### src/rtl/latch_bank_write_ctrl_pkg.sv
// Shared definitions for the latch bank write controller.
//   state_e : sequencer states, IDLE -> SETUP -> PULSE -> HOLD
//   op_e    : captured operation, write data or clear lane(s)
//   idx_width() : width of a lane index, never below 1 bit
package latch_bank_write_ctrl_pkg;

  typedef enum logic [1:0] {
    S_IDLE  = 2'd0,
    S_SETUP = 2'd1,
    S_PULSE = 2'd2,
    S_HOLD  = 2'd3
  } state_e;

  typedef enum logic {
    OP_WRITE = 1'b0,
    OP_CLR   = 1'b1
  } op_e;

  function automatic int idx_width(input int n);
    return (n > 1) ? $clog2(n) : 1;
  endfunction

endpackage

### src/rtl/latch_bank_write_ctrl_if.sv
// Request / latch-bank bus of the latch bank write controller.
//   master : request source (req_valid, req_way, req_data, req_clr, clr_all)
//            and observer of status and latch drive signals
//   slave  : the controller
// Handshake: a request transfers on a rising edge where req_valid and
// req_ready are both 1; req_ready is registered and never depends on
// req_valid in the same cycle. clr_all needs no valid, it is taken on any
// edge where req_ready is 1 and wins over a simultaneous req_valid.
interface latch_bank_write_ctrl_if
  import latch_bank_write_ctrl_pkg::*;
#(
  parameter int WAY  = 3,
  parameter int WIRE = 8,
  parameter int IW   = idx_width(WAY)
);
  logic                  req_valid;
  logic                  req_ready;
  logic [IW-1:0]         req_way;
  logic [WIRE-1:0]       req_data;
  logic                  req_clr;
  logic                  clr_all;
  logic                  done;
  logic                  err;
  logic [WAY*WIRE-1:0]   lat_d;
  logic [WAY-1:0]        lat_en;
  logic [WAY-1:0]        lat_rst;

  modport master (
    output req_valid, req_way, req_data, req_clr, clr_all,
    input  req_ready, done, err, lat_d, lat_en, lat_rst
  );

  modport slave (
    input  req_valid, req_way, req_data, req_clr, clr_all,
    output req_ready, done, err, lat_d, lat_en, lat_rst
  );
endinterface

### src/rtl/latch_bank_write_ctrl_pulse_counter.sv
// Loadable down-counter timing the PULSE phase.
//   clk, rst  : clock, synchronous active-high reset
//   load_i    : load load_val_i (wins over dec_i)
//   dec_i     : decrement, saturating at zero
//   load_val_i: value to load
//   zero_o    : count is zero
module latch_bank_write_ctrl_pulse_counter #(
  parameter int W = 1
) (
  input  logic         clk,
  input  logic         rst,
  input  logic         load_i,
  input  logic         dec_i,
  input  logic [W-1:0] load_val_i,
  output logic         zero_o
);
  logic [W-1:0] cnt_q, cnt_d;

  always_comb begin
    cnt_d = cnt_q;
    if (load_i)                   cnt_d = load_val_i;
    else if (dec_i && cnt_q != '0) cnt_d = cnt_q - W'(1);
  end

  always_ff @(posedge clk) begin
    if (rst) cnt_q <= '0;
    else     cnt_q <= cnt_d;
  end

  assign zero_o = (cnt_q == '0);
endmodule

### src/rtl/latch_bank_write_ctrl.sv
// Write sequencer for a bank of WAY transparent latches, WIRE bits each.
// Each accepted request runs SETUP (data bus update), PULSE (PULSE_LEN
// cycles of lat_en or lat_rst on the target lanes) and HOLD (done). Every
// latch-facing output comes straight from a flop, one cycle behind the
// state that produced it, so lat_d settles a cycle before a gate opens and
// stays put a cycle after it closes.
//   clk, rst    : clock, synchronous active-high reset
//   bus (slave) : request handshake, status pulses, latch drive
//   dbg_state_o : current sequencer state
module latch_bank_write_ctrl
  import latch_bank_write_ctrl_pkg::*;
#(
  parameter int WAY       = 3,
  parameter int WIRE      = 8,
  parameter int PULSE_LEN = 1
) (
  input  logic                   clk,
  input  logic                   rst,
  latch_bank_write_ctrl_if.slave bus,
  output state_e                 dbg_state_o
);
  localparam int IW = idx_width(WAY);
  localparam int CW = $clog2(PULSE_LEN + 1);

  state_e               state_q, state_d;
  op_e                  op_q, op_d;
  logic [WAY-1:0]       mask_q, mask_d;
  logic [WIRE-1:0]      data_q, data_d;
  logic                 oor_q, oor_d;
  logic                 ready_q, ready_d;
  logic [WAY*WIRE-1:0]  lat_d_q, lat_d_d;
  logic [WAY-1:0]       lat_en_q, lat_en_d;
  logic [WAY-1:0]       lat_rst_q, lat_rst_d;
  logic                 done_q, done_d;
  logic                 err_q, err_d;
  logic [WAY-1:0]       way_mask;
  logic                 cnt_zero;

  // One-hot lane decode; an out-of-range index matches no lane.
  always_comb begin
    way_mask = '0;
    for (int i = 0; i < WAY; i++) way_mask[i] = (bus.req_way == IW'(i));
  end

  // Loaded with PULSE_LEN-1 while in SETUP so PULSE lasts PULSE_LEN cycles.
  latch_bank_write_ctrl_pulse_counter #(.W(CW)) u_cnt (
    .clk        (clk),
    .rst        (rst),
    .load_i     (state_q == S_SETUP),
    .dec_i      (state_q == S_PULSE),
    .load_val_i (CW'(PULSE_LEN - 1)),
    .zero_o     (cnt_zero)
  );

  always_comb begin
    state_d   = state_q;
    op_d      = op_q;
    mask_d    = mask_q;
    data_d    = data_q;
    oor_d     = oor_q;
    lat_d_d   = lat_d_q;
    lat_en_d  = '0;
    lat_rst_d = '0;
    done_d    = 1'b0;
    err_d     = 1'b0;
    case (state_q)
      S_IDLE: begin
        // ready_q is low for one cycle after reset and after HOLD.
        if (ready_q) begin
          if (bus.clr_all) begin
            op_d    = OP_CLR;
            mask_d  = '1;
            oor_d   = 1'b0;
            state_d = S_SETUP;
          end else if (bus.req_valid) begin
            op_d    = bus.req_clr ? OP_CLR : OP_WRITE;
            mask_d  = way_mask;
            data_d  = bus.req_data;
            oor_d   = ~|way_mask;
            state_d = S_SETUP;
          end
        end
      end
      S_SETUP: begin
        for (int i = 0; i < WAY; i++)
          if (mask_q[i]) lat_d_d[i*WIRE +: WIRE] = (op_q == OP_CLR) ? '0 : data_q;
        state_d = S_PULSE;
      end
      S_PULSE: begin
        if (op_q == OP_WRITE) lat_en_d  = mask_q;
        else                  lat_rst_d = mask_q;
        if (cnt_zero) state_d = S_HOLD;
      end
      default: begin
        done_d  = 1'b1;
        err_d   = oor_q;
        state_d = S_IDLE;
      end
    endcase
    ready_d = (state_q == S_IDLE) && (state_d == S_IDLE);
  end

  always_ff @(posedge clk) begin
    if (rst) begin
      state_q   <= S_IDLE;
      op_q      <= OP_WRITE;
      mask_q    <= '0;
      data_q    <= '0;
      oor_q     <= 1'b0;
      ready_q   <= 1'b0;
      lat_d_q   <= '0;
      lat_en_q  <= '0;
      lat_rst_q <= '1;
      done_q    <= 1'b0;
      err_q     <= 1'b0;
    end else begin
      state_q   <= state_d;
      op_q      <= op_d;
      mask_q    <= mask_d;
      data_q    <= data_d;
      oor_q     <= oor_d;
      ready_q   <= ready_d;
      lat_d_q   <= lat_d_d;
      lat_en_q  <= lat_en_d;
      lat_rst_q <= lat_rst_d;
      done_q    <= done_d;
      err_q     <= err_d;
    end
  end

  assign bus.req_ready = ready_q;
  assign bus.lat_d     = lat_d_q;
  assign bus.lat_en    = lat_en_q;
  assign bus.lat_rst   = lat_rst_q;
  assign bus.done      = done_q;
  assign bus.err       = err_q;
  assign dbg_state_o   = state_q;
endmodule

### src/flat_wrapper.sv
// flat-port wrapper written by rule: the top's interface ports become plain ports
module latch_bank_write_ctrl_flat import latch_bank_write_ctrl_pkg::*;
#(
  parameter int WAY       = 3,
  parameter int WIRE      = 8,
  parameter int PULSE_LEN = 1
)
  (clk, rst, dbg_state_o, bus_req_valid, bus_req_way, bus_req_data, bus_req_clr, bus_clr_all, bus_req_ready, bus_done, bus_err, bus_lat_d, bus_lat_en, bus_lat_rst);
  latch_bank_write_ctrl_if #(.WAY(WAY), .WIRE(WIRE)) bus_i ();
  input  logic clk;
  input  logic rst;
  output state_e dbg_state_o;
  input wire logic [$bits(bus_i.req_valid)-1:0] bus_req_valid;
  input wire logic [$bits(bus_i.req_way)-1:0] bus_req_way;
  input wire logic [$bits(bus_i.req_data)-1:0] bus_req_data;
  input wire logic [$bits(bus_i.req_clr)-1:0] bus_req_clr;
  input wire logic [$bits(bus_i.clr_all)-1:0] bus_clr_all;
  output wire logic [$bits(bus_i.req_ready)-1:0] bus_req_ready;
  output wire logic [$bits(bus_i.done)-1:0] bus_done;
  output wire logic [$bits(bus_i.err)-1:0] bus_err;
  output wire logic [$bits(bus_i.lat_d)-1:0] bus_lat_d;
  output wire logic [$bits(bus_i.lat_en)-1:0] bus_lat_en;
  output wire logic [$bits(bus_i.lat_rst)-1:0] bus_lat_rst;
  assign bus_i.req_valid = bus_req_valid;
  assign bus_i.req_way = bus_req_way;
  assign bus_i.req_data = bus_req_data;
  assign bus_i.req_clr = bus_req_clr;
  assign bus_i.clr_all = bus_clr_all;
  assign bus_req_ready = bus_i.req_ready;
  assign bus_done = bus_i.done;
  assign bus_err = bus_i.err;
  assign bus_lat_d = bus_i.lat_d;
  assign bus_lat_en = bus_i.lat_en;
  assign bus_lat_rst = bus_i.lat_rst;
  latch_bank_write_ctrl #(.WAY(WAY), .WIRE(WIRE), .PULSE_LEN(PULSE_LEN)) u_core (.clk(clk), .rst(rst), .bus(bus_i), .dbg_state_o(dbg_state_o));
endmodule
### config.mk
export PLATFORM = sky130hd
export DESIGN_NAME = latch_bank_write_ctrl_flat
export DESIGN_NICKNAME = d
export VERILOG_FILES = /design/src/rtl/latch_bank_write_ctrl_pkg.sv /design/src/rtl/latch_bank_write_ctrl_if.sv /design/src/rtl/latch_bank_write_ctrl_pulse_counter.sv /design/src/rtl/latch_bank_write_ctrl.sv /design/src/flat_wrapper.sv
export SDC_FILE = /design/constraint.sdc
export NUM_CORES = 1
export LEC_CHECK = 0
export CAP_MARGIN = 15
export CORE_ASPECT_RATIO = 1.4
export CORE_MARGIN = 2
export CORE_UTILIZATION = 47
export DETAILED_ROUTE_END_ITERATION = 12
export GPL_TIMING_DRIVEN = 0
export PLACE_DENSITY = 0.78
export RECOVER_POWER = 25
export SYNTH_ARGS = -nofsm -noshare
export SYNTH_HDL_FRONTEND = slang
export SYNTH_SLANG_ARGS = --single-unit
### constraint.sdc
create_clock -name clk -period 1.5 [get_ports clk]
set_input_delay 0.225 -clock clk [delete_from_list [all_inputs] [get_ports clk]]
set_output_delay 0.225 -clock clk [all_outputs]
set_load 0.05 [all_outputs]
# Word-level counts from Yosys, hierarchy flattened
# Index checks and enable logic that the tools add are counted.
[classes]
addsub = 1
n_mul = 0
n_div = 0
order_cmp = 0
n_eq_ne = 4
shift = 0
n_mux = 16
n_bitwise = 2
reduce_logical = 17
[ops]
columns = ["operator", "n"]
rows = [
  ["2-to-1 mux 3 bit", 4],
  ["OR reduction 3 bit", 3],
  ["2-to-1 mux 2 bit", 4],
  ["2-to-1 mux 8 bit", 1],
  ["zero test 2 bit", 3],
  ["2-to-1 mux 1 bit", 6],
  ["case mux 2 bit (3 select lines)", 1],
  ["AND reduction 2 bit", 3],
  ["== test 2 x 1 -> 1 bit, second input constant", 2],
  ["== test 2 bit, second input constant", 2],
  ["AND reduction 4 bit", 1],
  ["OR reduction 4 bit", 1],
  ["AND reduction 3 bit", 1],
  ["logical AND 1 bit", 2],
  ["NOT 1 bit", 2],
  ["nonzero test 2 bit", 1],
  ["OR reduction 2 bit", 1],
  ["zero test 1 bit", 1],
  ["subtractor 1 bit, second input constant", 1],
]
[totals]
regBits = 49
latch_bits = 0
ramBits = 0
rom_bits = 0
in_bits = 15
elab_cells = 54
memories = 0

# Logic depth before layout (Yosys ltp)
# Gate-level depths: netlist (run 1).
[depth]
word_depth = 6
mapped_depth = 6
depth_no_buf = 5

# Hierarchy
# From an unflattened synthesis (run 1), not the netlist that was laid out.
[hier_totals]
hier_cells = 222
hier_area_um2 = 1861.8
[by_module_without_submodules]
columns = ["module", "n_inst", "cells_per_inst", "area_per_inst_um2", "seq_area_each_um2"]
rows = [
  ["latch_bank_write_ctrl", 1, 218, 1814.2, 960.9],
  ["latch_bank_write_ctrl_pulse_counter", 1, 4, 47.5, 20.0],
]

# Least setup slack after synthesis (run 1)
# Ideal clock, no wire load.
[synth_path]
path_kind = "reg2reg"
startpoint = "register u_core.state_q[0], in the netlist u_core.dbg_state_o[0]"
endpoint = "register u_core.ready_q, in the netlist u_core.bus.req_ready"
setup_time_ns = 0.118
arrival_ns = 1.611
setup_slack_ns = -0.229
path_stages_with_launch = 6
n_path_buf = 0
period_less_slack_ns = 1.729
path_cell_list = "dfxtp_1 -> inv_1 -> ha_1 -> a21oi_1 -> a311o_1 -> o2111a_1"
[synth_between]
elab_chain_len = 6
elab_cells_between_ends = 10
classes_between = "eq/ne (2); mux (5); reduce/logical (3)"
[synth_lines]
columns = ["item", "line", "text"]
rows = [
  ["from (decl)", "latch_bank_write_ctrl.sv:25", "state_e state_q, state_d;"],
  ["from (signal assigned)", "latch_bank_write_ctrl.sv:117", "state_q <= state_d;"],
  ["2-to-1 mux 2 bit", "latch_bank_write_ctrl.sv:75", "end else if (bus.req_valid) begin"],
  ["2-to-1 mux 2 bit", "latch_bank_write_ctrl.sv:70", "if (bus.clr_all) begin"],
  ["2-to-1 mux 2 bit", "latch_bank_write_ctrl.sv:69", "if (ready_q) begin"],
  ["case mux 2 bit (3 select lines)", "latch_bank_write_ctrl.sv:66", "case (state_q)"],
  ["zero test 2 bit", "latch_bank_write_ctrl.sv:100", "ready_d = (state_q == S_IDLE) && (state_d == S_IDLE);"],
  ["logical AND 1 bit (*)", "latch_bank_write_ctrl.sv:100", ""],
  ["to (signal assigned)", "latch_bank_write_ctrl.sv:122", "ready_q <= ready_d;"],
  ["to (decl)", "latch_bank_write_ctrl.sv:30", "logic ready_q, ready_d;"],
]
# Mark *: on every way between the ends. The rest lies on a longest branch, timed or not.
# A chain may end at the register's enable or synchronous reset.

# Worst setup path after layout (run 1)
[layout_path]
startpoint = "register u_core.state_q[1], in the netlist u_core.dbg_state_o[1]"
endpoint = "register u_core.lat_d_q[1], in the netlist u_core.bus.lat_d[1]"
[layout_between]
elab_chain_len = 2
[layout_lines]
columns = ["item", "line", "text"]
rows = [
  ["== test 2 x 1 -> 1 bit", "latch_bank_write_ctrl.sv:66", ""],
  ["AND reduction 2 bit (no source line)", "n/a", ""],
  ["to (signal assigned)", "latch_bank_write_ctrl.sv:123", "lat_d_q <= lat_d_d;"],
  ["to (decl)", "latch_bank_write_ctrl.sv:31", "logic [WAY*WIRE-1:0] lat_d_q, lat_d_d;"],
]
# Every way passes these cells.

==> flow_metrics.env, run 1 <==
export IMPL_grt_max_degree=16
export IMPL_multi_input_area_um2=808
export IMPL_status="complete, but fails checks"
export IMPL_track_usage_pct=19.2
export IMPL_crit_type="reg2reg"
export IMPL_finalMaxSlewViolations=0
export IMPL_placed_cells_incl_taps=279
export IMPL_cts_sinks=49
export IMPL_gr_total_overflow=0
export IMPL_end_kind="flip-flop"
export IMPL_tightest_slew_ns=0.502
export IMPL_synth_mux_area_share_pct=13.1
export IMPL_synth_compound_area_share_pct=5.81
export IMPL_cts_hold_buf=0
export IMPL_via_per_inst=5.06
export IMPL_routed_wl_um=3910
export IMPL_initial_core_util_pct=49.4
export IMPL_num_vias=1451
export IMPL_start_kind="flip-flop"
export IMPL_grt_first_pass_wirelength_um=6620
export IMPL_synthSimpleGateAreaFrac_pct=21.7
export IMPL_clk_latency_ns=0.30
export IMPL_synthXorXnorAreaFrac_pct=0
export IMPL_synthAdderAreaFrac_pct=2.73
export IMPL_cts_tree="yes"
export IMPL_clock_skew_ns=0.00319
export IMPL_worst_path_buf_inv=2
export IMPL_finalSetupViolations=1
export IMPL_dp_hpwl_um=2750
export IMPL_die_area_mm2=0.00442
export IMPL_syn2layout_area_growth_pct=34.7
export IMPL_htree_levels=2
export IMPL_worstPathMaxFanout=8
export IMPL_drc_errors=0
export IMPL_post_route_period_util_pct=100
export IMPL_clock_path_buffers=2
export IMPL_clock_tree_root_cell="clkbuf_8"
export IMPL_fmax_ghz=0.664
export IMPL_critPathArrivalTime_ns=1.68
export IMPL_final_layout_size_suffix_gt1_share_pct=8.57
export IMPL_num_io_pins=50
export IMPL_core_area_mm2=0.00371
export IMPL_maxCapViolCount=0
export IMPL_fin_cells=287
export IMPL_wl_per_cell_um=13.6
export IMPL_grt_pass1_vias=1368
export IMPL_cpPeakStageDelay_ns=0.38
export IMPL_final_common_cell="dfxtp_1"
export IMPL_ir_drop_mv=1.43
export IMPL_rows=26
export IMPL_fillers=324
export IMPL_drtIter0Drc=24
export IMPL_grt_antenna_before_repair=0
export IMPL_ant_nets=0
export IMPL_die_h_um=77.8
export IMPL_globalplace_congestion=0.746
export IMPL_numCtsBuffers=5
export IMPL_die_w_um=56.7
export IMPL_layout_nets=263
export IMPL_drtPass1Iterations=4
export IMPL_finalWorstSetupSlack_ns=-0.00522
export IMPL_cp_top_family="flip-flops"
export IMPL_cp_cell_sequence="inv_1 -> ha_1 -> clkbuf_2 -> nand2_2 -> mux2i_1 -> nor2_1"
export IMPL_yosysSeqAreaShare_pct=53.6
export IMPL_violations="setup timing"
export IMPL_layout_common_cells="dfxtp_1 (47), dlygate4sd2_1 (34), nor2_1 (31)"
export IMPL_synth_cells=189
export IMPL_cellPowerDensity_mw_per_mm2=1360
export IMPL_io_buffers=48
export IMPL_ys_ff_latch=49
export IMPL_power_w=0.00335
export IMPL_rsz0062_at_grt="true"
export IMPL_hold_class="in2reg"
export IMPL_netlist_area_mm2=0.00183
export IMPL_required_ns=1.68
export IMPL_path_clk_slew_ns=0.09
export IMPL_fin_crit_ns=1.51
export IMPL_p_leak_nw=1.28
export IMPL_synth_cell_types=27
export IMPL_synth_area_per_cell_um2=9.69
export IMPL_finalHoldViolations=0
export IMPL_synth_nets=208
export IMPL_synth_top_family_by_area="simple AND/OR/NAND/NOR gates"
export IMPL_crit_slowest_cell="dfxtp_2"
export IMPL_yosysWarnings=0
export IMPL_slew_headroom_pct=66.5
export IMPL_antenna_cells=0
export IMPL_seqCellArea_um2=986
## stage by stage
step / area [µm²] / utilization [%] / setup TNS [ns] / hold slack (ns) / setup slack, ns
3_3_place_gp: 2370 / 63.9 / -0.0225 / 0.438 / -0.0225
3_5_place_dp: 2370 / 63.9 / -0.0354 / 0.445 / -0.0354
4_1_cts: 2450 / 66.2 / 0 / 0.274 / 0.0151
5_1_grt: 2460 / 66.5 / -1.07 / 0.323 / -0.0918
2_1_floorplan: 1840 / - / 0 / 0.361 / 0.0141
6_report: 2460 / 66.5 / -0.00522 / 0.283 / -0.00522
## routing by layer
layer	wire, µm	up-vias	track usage [%]
met3	179	4	5.00
met1	1720	673	22.9
li1	-	736	-
met4	41	0	6.98
met5	0	-	0
met2	1980	38	32.9
## final cells by class
| type | instances | share of cell area [%] |
|---|---|---|
| repair buffers | 48 | 17.6 |
| clock inverters | 2 | 1.42 |
| inverters | 4 | 0.609 |
| multi-input cells | 127 | 32.8 |
| flip-flops and latches | 49 | 40.0 |
| well taps | 42 | 2.13 |
| plain buffers | 9 | 1.68 |
| clock buffers | 6 | 3.81 |
## where the power goes
part | switching [W] | internal (W) | total (W)
Combinational | 0.000512 | 0.000322 | 0.000834
Clock | 0.000427 | 0.000595 | 0.00102
Sequential | 0.0000955 | 0.00140 | 0.00149
Total | 0.00103 | 0.00232 | 0.00335
## flip-flops by register name, indices dropped and copies added (netlist names), 2 cells and up
register and cells:
u_core.bus.lat_d 24, u_core.data_q 8, u_core.bus.lat_en 3, u_core.bus.lat_rst 3, u_core.mask_q 3, u_core.dbg_state_o 2
## worst register-to-register path: cells and delay by family, from the launching register on
| family | cells | cell delay (ns) |
|---|---|---|
| AND/OR/NAND/NOR | 2 | 0.31 |
| buffers and inverters | 2 | 0.25 |
| adder cells (fa/ha/maj) | 1 | 0.19 |
| multiplexers | 1 | 0.26 |
| flip-flops | 1 | 0.38 |
## cells by family after synthesis
| logic type | count (synthesis) |
|---|---|
| AOI/OAI and AO/OA | 17 |
| adders and majority gates | 4 |
| buffers and inverters | 13 |
| DFF | 49 |
| muxes | 24 |
| and+or+nand+nor | 82 |
## cell usage after synthesis
library cell / number / area, µm²
a21oi_1: 10 / 50.1
a311o_1: 1 / 10.0
and2_1: 3 / 18.8
and4b_1: 1 / 10.0
buf_2: 2 / 10.0
buf_4: 1 / 7.51
clkbuf_1: 5 / 18.8
clkbuf_2: 1 / 5.00
dfxtp_1: 49 / 981
ha_1: 4 / 50.1
inv_1: 4 / 15.0
mux2i_1: 24 / 240
nand2_1: 19 / 71.3
nand2_2: 3 / 18.8
nand2b_1: 2 / 12.5
nand3_1: 4 / 20.0
nand4b_1: 1 / 8.76
nor2_1: 31 / 116
nor2b_1: 12 / 75.1
nor3_2: 1 / 10.0
nor3b_1: 1 / 7.51
nor4_1: 2 / 12.5
nor4b_1: 1 / 8.76
o2111a_1: 1 / 11.3
o211a_1: 1 / 10.0
o22ai_1: 4 / 25.0
or2_1: 1 / 6.26
## repair_timing
action | in CTS | in global routing
resized for setup | 35 | 5
endpoints found under the setup margin | 35 | 29
gates cloned | 0 | 0
buffers inserted | 0 | 0
## final timing paths
check	to	from	slack, ns	cells past startpoint
max	u_core.bus.lat_d[1]$_SDFFE_PP0P_	u_core.dbg_state_o[1]$_SDFF_PP0_	-0.005	6
min	u_core.bus.done$_SDFF_PP0_	rst	0.28	2
max reg2reg	u_core.bus.lat_d[1]$_SDFFE_PP0P_	u_core.dbg_state_o[1]$_SDFF_PP0_	-0.005	6
min reg2reg	u_core.data_q[4]$_SDFFE_PP0P_	u_core.data_q[4]$_SDFFE_PP0P_	0.46	2
No activity file was read; power rests on OpenSTA's default activity.
==> run 2: changes to the inputs <==
--- a/config.mk
+++ b/config.mk
@@ -8,10 +8,11 @@
 export CAP_MARGIN = 15
 export CORE_ASPECT_RATIO = 1.4
 export CORE_MARGIN = 2
-export CORE_UTILIZATION = 47
+export CORE_UTILIZATION = 60
 export DETAILED_ROUTE_END_ITERATION = 12
+export DONT_BUFFER_PORTS = 1
 export GPL_TIMING_DRIVEN = 0
-export PLACE_DENSITY = 0.78
+export PLACE_DENSITY = 0.76
 export RECOVER_POWER = 25
 export SYNTH_ARGS = -nofsm -noshare
 export SYNTH_HDL_FRONTEND = slang
==> run 2 against run 1 <==
  * The run now ends clean
  * Global-route usage is 3.8 points higher
  * Power down 3.2%
  * Largest power group unchanged
  * Sequential power is 11% higher
  * Critical path type unchanged
  * Largest cell class unchanged
  * Highest routed layer unchanged
==> flow_metrics.env, run 2 (synthesized netlist as in run 1, its figures left out) <==
export IMPL_status="finished, final reports clean"
export IMPL_worstPathMaxFanout=8
export IMPL_core_area_mm2=0.00288
export IMPL_rows=23
export IMPL_initial_core_util_pct=63.6
export IMPL_maxCapViolCount=0
export IMPL_fmax_ghz=0.705
export IMPL_critPathArrivalTime_ns=1.58
export IMPL_p_leak_nw=0.965
export IMPL_globalplace_congestion=0.805
export IMPL_crit_type="reg2reg"
export IMPL_layout_common_cells="dfxtp_1 (46), nor2_1 (31), mux2i_1 (24)"
export IMPL_clk_latency_ns=0.30
export IMPL_path_clk_slew_ns=0.09
export IMPL_final_common_cell="dfxtp_1"
export IMPL_required_ns=1.66
export IMPL_io_buffers=0
export IMPL_clock_tree_root_cell="clkbuf_8"
export IMPL_die_h_um=69.4
export IMPL_cts_hold_buf=0
export IMPL_hold_class="in2reg"
export IMPL_final_layout_size_suffix_gt1_share_pct=11.7
export IMPL_die_area_mm2=0.00351
export IMPL_cts_setup_buffers=0
export IMPL_cts_tree="yes"
export IMPL_die_w_um=50.7
export IMPL_ant_nets=0
export IMPL_grt_first_pass_wirelength_um=5940
export IMPL_routed_wl_um=3690
export IMPL_cellPowerDensity_mw_per_mm2=1590
export IMPL_largest_reg_flops=24
export IMPL_drtIter0Drc=24
export IMPL_start_kind="flip-flop"
export IMPL_finalSetupTns_ns=0
export IMPL_syn2layout_area_growth_pct=11.3
export IMPL_end_kind="flip-flop"
export IMPL_seqCellArea_um2=990
export IMPL_layout_nets=214
export IMPL_clock_path_buffers=2
export IMPL_via_per_inst=5.54
export IMPL_wl_per_cell_um=15.8
export IMPL_finalHoldViolations=0
export IMPL_fin_crit_ns=1.42
export IMPL_multi_input_area_um2=833
export IMPL_grt_antenna_before_repair=0
export IMPL_power_w=0.00324
export IMPL_finalSetupViolations=0
export IMPL_numCtsBuffers=5
export IMPL_gr_total_overflow=0
export IMPL_grt_max_degree=15
export IMPL_htree_levels=2
export IMPL_drc_errors=0
export IMPL_slew_headroom_pct=64.4
export IMPL_placed_cells_incl_taps=226
export IMPL_ir_drop_mv=1.24
export IMPL_fillers=242
export IMPL_track_usage_pct=23.0
export IMPL_finalMaxSlewViolations=0
export IMPL_post_route_period_util_pct=94.6
export IMPL_dp_hpwl_um=2730
export IMPL_tightest_slew_ns=0.533
export IMPL_num_io_pins=50
export IMPL_rsz0062_at_grt="false"
export IMPL_clock_skew_ns=0.00995
export IMPL_antenna_cells=0
export IMPL_grt_pass1_vias=1272
export IMPL_drtPass1Iterations=4
export IMPL_fin_cells=233
export IMPL_cts_sinks=49
export IMPL_num_vias=1291
[run 2: cell count changes in the layout (fill, tap and decap cells not counted), sizes merged]
cell / previous run / this run
dlygate4sd2: 34 / 0
clkdlybuf4s50: 13 / 0
clkinv: 1 / 0
clkbuf: 13 / 12
[run 2: per-stage QoR]
step           utilization (%)  hold slack [ns]  setup WS (ns)  cell area, µm²
3_3_place_gp              65.4            0.365         -0.101            1880
4_1_cts                   70.1           0.0485         0.0148            2020
2_1_floorplan                -            0.361         0.0141            1840
5_1_grt                   70.8           0.0455         0.0189            2040
3_5_place_dp              65.4            0.373         -0.186            1880
6_report                  70.8           0.0614         0.0813            2040
[run 2: cell type report]
type	count	share of cell area, %
sequential	49	48.6
multi-input combinational	127	40.9
clock buffer	7	4.24
tap	37	2.27
buffer	8	1.78
clock inverter	1	1.47
inverter	4	0.737
[run 2: final timing paths]
path	from	endpoint	slack [ns]	cells past startpoint
setup / recovery	u_core.dbg_state_o[1]$_SDFF_PP0_	u_core.bus.lat_d[3]$_SDFFE_PP0P_	0.08	5
hold / removal	bus_req_data[5]	u_core.data_q[5]$_SDFFE_PP0P_	0.06	2
setup reg to reg	u_core.dbg_state_o[1]$_SDFF_PP0_	u_core.bus.lat_d[3]$_SDFFE_PP0P_	0.08	5
hold reg to reg	u_core.data_q[6]$_SDFFE_PP0P_	u_core.data_q[6]$_SDFFE_PP0P_	0.46	2
[run 2: worst max-delay path: stages (launching register included)]
cell and delay, ns:
dfxtp_4 0.47, inv_2 0.08, ha_2 0.25, nand2_4 0.18
mux2i_1 0.22, nor2_1 0.07
[run 2: where the power goes]
group / total (W) / leakage (nW) / internal (W) / switching (W)
Clock: 0.000945 / 0.0585 / 0.000543 / 0.000402
Combinational: 0.000637 / 0.508 / 0.000291 / 0.000346
Sequential: 0.00166 / 0.399 / 0.00141 / 0.000254
[run 2: what timing repair did]
action	4_1_cts	5_1_grt
resized for setup	9	3
pin swaps	1	1
endpoints found under the setup margin	40	9
[run 2: per-layer routing]
layer	global-route usage, %	share of wire [%]	vias up
met5	0	0	-
met4	11.7	2.3	0
met3	9.05	8.6	6
met2	39.3	51	54
met1	23.6	38	592
li1	-	-	639
